`src/rtl/sinc_decimator.sv`:
```
// Multi-channel CIC (sinc^ORDER) decimator for 1-bit sigma-delta bitstreams.
// Runtime power-of-two ratio, normalised saturated output, valid/ready handshake
// with a sticky overrun flag.
module sinc_decimator #(
  parameter int unsigned CHANNELS   = 2,
  parameter int unsigned ORDER      = 3,
  parameter int unsigned MAX_LOG2_R = 8,
  parameter int unsigned OUT_W      = 16
) (
  input  logic                      clk,
  input  logic                      rst_n,
  input  logic                      en,
  input  logic [3:0]                log2_r,
  input  logic [CHANNELS-1:0]       stream_in,
  output logic [CHANNELS*OUT_W-1:0] dout,
  output logic                      dout_valid,
  input  logic                      dout_ready,
  output logic                      overrun
);

  localparam int unsigned AccW      = ORDER * MAX_LOG2_R + 1;
  localparam int unsigned PhW       = MAX_LOG2_R;
  localparam int unsigned SetW      = $clog2(ORDER + 1);
  localparam int unsigned NormShift = ORDER * MAX_LOG2_R - OUT_W;

  typedef logic [AccW-1:0] acc_t;

  localparam logic [PhW:0]    PhOne     = 1;
  localparam logic [SetW-1:0] SettleMax = SetW'(ORDER);

  // Map the requested ratio onto the supported range 1..MAX_LOG2_R.
  function automatic logic [3:0] clamp_r(input logic [3:0] v);
    if (v == 4'd0) return 4'd1;
    if ({28'd0, v} > MAX_LOG2_R) return 4'(MAX_LOG2_R);
    return v;
  endfunction

  // Scale a window result so full scale lands at the top of the output word.
  function automatic logic [OUT_W-1:0] normalise(input acc_t res, input logic [3:0] r);
    acc_t norm;
    acc_t scaled;
    norm   = res << (ORDER * (MAX_LOG2_R - {28'd0, r}));
    scaled = norm >> NormShift;
    // Only an all-ones window reaches 2^OUT_W; clip it instead of wrapping to 0.
    if (scaled > acc_t'({OUT_W{1'b1}})) return '1;
    return scaled[OUT_W-1:0];
  endfunction

  acc_t int_q   [CHANNELS][ORDER];
  acc_t int_d   [CHANNELS][ORDER];
  acc_t comb_q  [CHANNELS][ORDER];
  acc_t comb_d  [CHANNELS][ORDER];
  // comb_in[c][k] feeds comb stage k; comb_in[c][ORDER] is the window result.
  acc_t comb_in [CHANNELS][ORDER+1];

  logic [PhW-1:0]            phase_q, phase_d;
  logic [SetW-1:0]           settle_q, settle_d;
  logic [3:0]                r_q, r_d, r_req;
  logic                      tick_q, tick_d;
  logic [CHANNELS*OUT_W-1:0] dout_q, dout_d, norm_out;
  logic                      valid_q, valid_d;
  logic                      overrun_q, overrun_d;
  logic [PhW:0]              phase_mask;
  logic                      phase_last, flush, comb_eval, settled, load;

  // Sequencing: phase counter, decimation tick, settle count, ratio and flush.
  always_comb begin
    r_req      = clamp_r(log2_r);
    phase_mask = (PhOne << r_q) - PhOne;
    phase_last = ({1'b0, phase_q} == phase_mask);
    flush      = !en && (r_req != r_q);
    // The comb runs on the edge after a tick, even if en has since dropped.
    comb_eval  = tick_q && !flush;
    settled    = (settle_q == SettleMax);
    load       = comb_eval && settled;

    r_d      = en ? r_q : r_req;
    phase_d  = phase_q;
    tick_d   = 1'b0;
    settle_d = settle_q;
    if (en) begin
      phase_d = phase_last ? '0 : phase_q + PhW'(1);
      tick_d  = phase_last;
    end
    if (comb_eval && !settled) begin
      settle_d = settle_q + SetW'(1);
    end
    if (flush) begin
      phase_d  = '0;
      tick_d   = 1'b0;
      settle_d = '0;
    end
  end

  // Datapath: integrator cascade, comb chain and per-channel normalisation.
  always_comb begin
    acc_t carry;
    acc_t sum;
    for (int c = 0; c < int'(CHANNELS); c++) begin
      carry = acc_t'(stream_in[c]);
      for (int k = 0; k < int'(ORDER); k++) begin
        sum          = int_q[c][k] + carry;
        carry        = sum;
        int_d[c][k]  = flush ? '0 : (en ? sum : int_q[c][k]);
      end
      // Modulo-2^AccW differences recover the exact result despite wrap.
      comb_in[c][0] = int_q[c][ORDER-1];
      for (int k = 0; k < int'(ORDER); k++) begin
        comb_in[c][k+1] = comb_in[c][k] - comb_q[c][k];
        comb_d[c][k]    = flush ? '0 : (comb_eval ? comb_in[c][k] : comb_q[c][k]);
      end
      norm_out[c*OUT_W +: OUT_W] = normalise(comb_in[c][ORDER], r_q);
    end
  end

  // Output stage: load settled samples, handshake, sticky overrun.
  always_comb begin
    dout_d    = dout_q;
    valid_d   = valid_q;
    overrun_d = overrun_q;
    if (load) begin
      dout_d  = norm_out;
      valid_d = 1'b1;
      if (valid_q && !dout_ready) begin
        overrun_d = 1'b1;
      end
    end else if (valid_q && dout_ready) begin
      valid_d = 1'b0;
    end
  end

  // State registers with synchronous active-low reset.
  always_ff @(posedge clk) begin
    if (!rst_n) begin
      for (int c = 0; c < int'(CHANNELS); c++) begin
        for (int k = 0; k < int'(ORDER); k++) begin
          int_q[c][k]  <= '0;
          comb_q[c][k] <= '0;
        end
      end
      phase_q   <= '0;
      settle_q  <= '0;
      tick_q    <= 1'b0;
      r_q       <= r_req;
      dout_q    <= '0;
      valid_q   <= 1'b0;
      overrun_q <= 1'b0;
    end else begin
      for (int c = 0; c < int'(CHANNELS); c++) begin
        for (int k = 0; k < int'(ORDER); k++) begin
          int_q[c][k]  <= int_d[c][k];
          comb_q[c][k] <= comb_d[c][k];
        end
      end
      phase_q   <= phase_d;
      settle_q  <= settle_d;
      tick_q    <= tick_d;
      r_q       <= r_d;
      dout_q    <= dout_d;
      valid_q   <= valid_d;
      overrun_q <= overrun_d;
    end
  end

  assign dout       = dout_q;
  assign dout_valid = valid_q;
  assign overrun    = overrun_q;

endmodule

```
`config.mk`:
```
export PLATFORM = sky130hd
export DESIGN_NAME = sinc_decimator
export DESIGN_NICKNAME = d
export VERILOG_FILES = /design/src/rtl/sinc_decimator.sv
export SDC_FILE = /design/constraint.sdc
export NUM_CORES = 1
export LEC_CHECK = 0
export BUFFER_PORTS_ARGS = -buffer_cell sky130_fd_sc_hd__buf_2
export CORE_MARGIN = 2
export CORE_UTILIZATION = 59
export DETAILED_ROUTE_END_ITERATION = 10
export GPL_TIMING_DRIVEN = 0
export HOLD_SLACK_MARGIN = 0.08
export PLACE_DENSITY_LB_ADDON = 0.12
export REMOVE_ABC_BUFFERS = 1
export SETUP_SLACK_MARGIN = 0.4
export SYNTH_ARGS = -nofsm -noshare
export SYNTH_HDL_FRONTEND = slang
export SYNTH_SLANG_ARGS = --single-unit
```
`constraint.sdc`:
```
create_clock -name clk -period 7.09 [get_ports clk]
set_input_delay 0.3545 -clock clk [delete_from_list [all_inputs] [get_ports clk]]
set_output_delay 0.3545 -clock clk [all_outputs]
set_load 0.01 [all_outputs]
```
Yosys cells after proc, flatten, opt, wreduce, memory -nomap -nowiden
Memory sizes are Yosys's and may differ from the RTL's.
Index checks and enable logic that the tools add are counted.
{"block": "classes", "multipliers": 1, "bitwise": 14, "magnitude_cmp": 3, "n_mux": 56, "div": 0, "addsub": 16, "n_shift": 3, "n_reduce_logical": 15, "eq_ne": 4}
{"cell": "25-bit 2-to-1 mux", "n": 36}
{"cell": "25-bit subtractor", "n": 6}
{"cell": "25-bit adder", "n": 4}
{"cell": "16-bit 2-to-1 mux", "n": 4}
{"cell": "25-bit by 32-bit << shifter with 25-bit output", "n": 2}
{"cell": "25-bit by 1-bit adder with 25-bit output", "n": 2}
{"cell": "17-bit by 16-bit > comparator with 1-bit output, second input constant", "n": 2}
{"cell": "4-bit 2-to-1 mux", "n": 6}
{"cell": "1-bit OR", "n": 12}
{"cell": "8-bit by 9-bit == test with 1-bit output", "n": 1}
{"cell": "1-bit 2-to-1 mux", "n": 9}
{"cell": "1-bit by 4-bit << shifter with 9-bit output, first input constant", "n": 1}
{"cell": "9-bit by 1-bit subtractor with 9-bit output, second input constant", "n": 1}
{"cell": "8-bit by 1-bit adder with 8-bit output, second input constant", "n": 1}
{"cell": "3-bit by 5-bit multiplier with 8-bit output, first input constant", "n": 1}
{"cell": "8-bit 2-to-1 mux", "n": 1}
{"cell": "1-bit logical AND", "n": 6}
{"cell": "4-bit by 4-bit subtractor with 5-bit output, first input constant", "n": 1}
{"cell": "4-bit > comparator, second input constant", "n": 1}
{"cell": "1-bit logical NOT", "n": 4}
{"cell": "4-bit logical NOT", "n": 1}
{"cell": "4-bit inequality test", "n": 1}
{"cell": "3-bit OR reduction", "n": 1}
{"cell": "2-bit by 1-bit adder with 2-bit output, second input constant", "n": 1}
{"cell": "6 further kinds", "n": 7}
{"block": "totals", "latch_bits": 0, "regBits": 49, "inputBits": 10, "ramBits": 300, "rom_bits": 0, "memories": 2}
{"memory": "comb_q", "depth": 2, "word_bits": 75, "read_ports": 2, "rd_clocked_by_memory_dff": 0, "wr": 2, "line": "51", "source": "acc_t comb_q [CHANNELS][ORDER];"}
{"memory": "int_q", "depth": 2, "word_bits": 75, "read_ports": 2, "rd_clocked_by_memory_dff": 0, "wr": 2, "line": "49", "source": "acc_t int_q [CHANNELS][ORDER];"}

Logic depth before layout (Yosys ltp)
{"block": "logic_depth", "ltp_word": 12, "ltp_mapped": 35}

Least setup slack after synthesis
OpenSTA, ideal clock, no wires.
{"block": "synth_path", "kind": "register to register", "from": "memory int_q[0][1] (netlist bit)", "to": "register dout_q[0] (netlist: dout[0])", "path_buffers": 2, "setup_ns": 0.122, "setup_slack_ns": 0.386, "t_arrival_ns": 6.583, "t_required_ns": 6.968, "stages_incl_launch_ff": 34, "synth_period_minus_slack_ns": 6.704, "cell_sequence": "edfxtp_1 > ha_1 > nor2b_1 > o21ai_0 > a21oi_1 > o21ai_0 > a21boi_0 > o21ai_0 > nand2b_1 > a21o_1 > a21oi_1 > xnor2_1 > ha_1 > and2_1 > o2111a_1 > a2111oi_2 > a211oi_1 > or3_1 > a21oi_1 > xnor2_1 > ha_1 > clkbuf_1 > a21oi_1 > inv_1 > nor3_1 > a21oi_1 > o41ai_1 > xor2_1 > o311a_1 > a311oi_1 > a211o_1 > o31ai_4 > buf_8 > a21oi_2"}
{"element": "start, declared", "line": "49"}
{"element": "end signal, assigned", "line": "159", "source": "dout_q <= dout_d;"}
{"element": "end, declared", "line": "60", "source": "logic [CHANNELS*OUT_W-1:0] dout_q, dout_d, norm_out;"}

==> impl_metrics.ini <==
[global_routing]
grt_first_pass_wirelength_um = 114000
track_usage_pct = 27.5
grt_max_degree = 91
global_route.overflow_total = 0
grt_pass1_vias = 23107
initial_antenna_violation_count = 0

[sta]
finalSetupViolCount = 0
max_slew_violations = 0
timing.final.hold_violations = 0
worst_clock_skew_ns = 0.0191
layout_min_cycle_time_ns = 6.87
finalCritPeriodShare_pct = 96.9
worstMarginPinSlew_ns = 1.40
fmax_ghz = 0.146
grt_setup_unrepaired = yes
maxSlewHeadroom_pct = 6.31

[hold_path]
worstHoldStart = dout_ready
end_point_of_the_worst_hold_path = dout_valid
hold_path_cells = 3
timing.hold.worst.class = input pin to register

[placement]
place_congestion = 0.916
post-place-cells = 3798
dpl.hpwl_um = 50600
io_buffers = 43
placed_cell_area_um2 = 29200

[cells_and_area]
final-instance-count-excl-fill = 3941
layout.area.seq_um2 = 9030
n_antenna_cell = 0
finalNetCount = 3575
post-route-cell-area_um2 = 31900
flow.area_growth_from_synthesis_pct = 12.5
nFillCells = 3777
multi_input_comb_area_um2 = 18800
proportion_of_layout_cells_with_a_drive_suffix_above_1_pct = 12.2

[logic_synthesis]
syn-cell-area_um2 = 28400
ys.warnings.count = 0
synth.top_cells.by_area = sky130_fd_sc_hd__edfxtp_1, sky130_fd_sc_hd__ha_1, sky130_fd_sc_hd__dfxtp_1
seq_cells_post_synth = 349
synth-edff-count = 204
netlist_top_cells_count = sky130_fd_sc_hd__nor2_1, sky130_fd_sc_hd__ha_1, sky130_fd_sc_hd__a21oi_1, sky130_fd_sc_hd__inv_1, sky130_fd_sc_hd__edfxtp_1
ys.flop_type = sky130_fd_sc_hd__edfxtp_1
synth.most_common_cell = sky130_fd_sc_hd__nor2_1
synthesis.instances = 3252
synthDominantAreaCellType = sky130_fd_sc_hd__edfxtp_1
syn_avg_cell_area_um2 = 8.73
netlist.area_leader.share_pct = 21.6
ys_async_sr_fraction_pct = 0
synth-seq-area-share_pct = 31.8
synth_cell_types = 99

[drt]
firstDrtPassIters = 6
ant_nets = 0
wl_um = 70100
routed-via-count = 24123
route.detailed.drc = 0
routed_length_per_instance_um = 17.8
detail_route.iter0.violations = 1580
avgViaCountPerCell = 6.12

[worst_setup_path]
worst_path_most_repeated_cell = sky130_fd_sc_hd__a21oi_2
crit_path_max_incr_delay_ns = 0.42
critPathBufInv = 2
crit_type = register to register
worst_setup_path_end_kind = register
setup.reg_to_reg.worst_slack_ns = 0.22
critical-path-top-delay-family = compound AO/OA/AOI/OAI gates
critical_path_required_ns = 7.57
crit_path_start_kind = register
worst_r2r_startpoint = int_q[0][1]
arrival_time_of_the_worst_setup_path_ns = 7.35
critical_path.slowest_cell = sky130_fd_sc_hd__edfxtp_1
crit-reg2reg-capture = dout[9]
reg2reg_depth = 34
timing.critical_path.fanout_max = 8

[flow_run]
timing.max_cap.violations = 0

[outcome]
run_status = completed

[clocking]
cts_inserted_buffers = 41
count_of_clock_tree_sinks = 349
cts_htree_levels = 2
cts_tree = yes
clock_slew_at_the_register_clock_pins_of_the_worst_setup_and_hold_paths_ns = 0.06
clkLatencyLatePin_ns = 0.57
cts.path.max_buffers = 3
root_buffer = sky130_fd_sc_hd__clkbuf_16

[floorplan]
die_x_um = 223
fp.dieArea_um2 = 49900
core_um2 = 47600
placementRows = 80
design.portCount = 44
chipHeight_um = 223
floorplan.initialDensity_pct = 59.6
worst max-delay path by stage:
| stage | startpoint | endpoint | cells after the start |
|---|---|---|---|
| after floorplan | r_q[0] | int_q[0][0] | 6 |
| after global placement | r_q[0] | int_q[0][22] | 6 |
| after detailed placement | int_q[0][1] | dout[12] | 31 |
| after CTS | int_q[0][1] | dout[10] | 34 |
| after global routing | int_q[0][1] | dout[2] | 34 |
| final | int_q[0][1] | dout[9] | 34 |
repair_timing:
| action | 4_1_cts | 5_1_grt |
|---|---|---|
| buffers inserted | 32 | 35 |
| endpoints found under the setup margin | 32 | 33 |
| resized for setup | 67 | 112 |
| gates cloned | 1 | 0 |
| pin swaps | 46 | 88 |
| hold endpoints to repair | 1 | 0 |
| hold buffers | 1 | 0 |
logic make-up (layout without fill, tap and decap cells):
group,count (synthesis),in the layout,synth area share (%)
buffers and inverters,345,419,4.84
AND/OR/NAND/NOR,1052,1052,18.4
adder cells (fa/ha/maj),270,270,12.2
multiplexers,77,77,3.11
XOR/XNOR,266,266,8.21
AO/OA/AOI/OAI,893,893,21.4
flip-flops,349,349,31.8
registers in the layout, indices dropped and copies added, names as in the netlist:
| signal | count |
|---|---|
| comb_q | 150 |
| int_q | 150 |
| dout | 32 |
| phase_q | 8 |
| r_q | 4 |
| settle_q | 2 |
| dout_valid | 1 |
| overrun | 1 |
| tick_q | 1 |
worst register-to-register path: cells and delay by family, from the launching register on:
family / cells / cell delay, ns
compound gates: 20 / 3.53
fa+ha+maj: 3 / 0.87
buf+inv: 2 / 0.29
xor+xnor: 2 / 0.31
simple gates: 7 / 1.35
flops: 1 / 0.42
stage by stage:
step	TNS (ns)	setup slack (ns)	hold slack (ns)	utilization (%)
after global placement	-4785.73	-14.96	0.467	60.5
after CTS	0	0.240	0.0938	65.4
after floorplan	-1116.76	-5.08	0.445	-
after detailed placement	-19.29	-1.03	0.474	61.3
final	0	0.222	0.123	67.0
after global routing	-0.551	-0.0508	0.116	67.0
layout by cell type, fill, tap and decap left out, drive strengths merged, types with 43 or more instances in the layout:
cell      n
and2     88
nand2   200
and3    129
buf     123
ha      259
nand3    75
nor3     71
mux2i    60
a21oi   232
o21ai   166
a211oi   43
edfxtp  204
xnor2   162
a21o     69
o21a     61
xor2    104
nor2    307
clkbuf   55
dfxtp   145
inv     222
final cells by class:
type,count,share of cell area (%)
Multi-Input combinational cell,2558,58.9
Sequential cell,349,28.3
Timing Repair Buffer,124,3.42
Inverter,221,2.61
Tap cell,615,2.41
Clock inverter,19,0.670
Clock buffer,55,3.68
routing by layer:
| layer | up-vias | global-route usage, % | wire, µm |
|---|---|---|---|
| li1 | 11982 | - | - |
| met2 | 587 | 47.2 | 32900 |
| met4 | 0 | 7.74 | 1880 |
| met1 | 11440 | 36.6 | 32200 |
| met3 | 114 | 3.31 | 3130 |
| met5 | - | 0 | 0 |
Power is not shown: default switching activity piles up to over one toggle a cycle in this logic, so the estimate is an artifact.
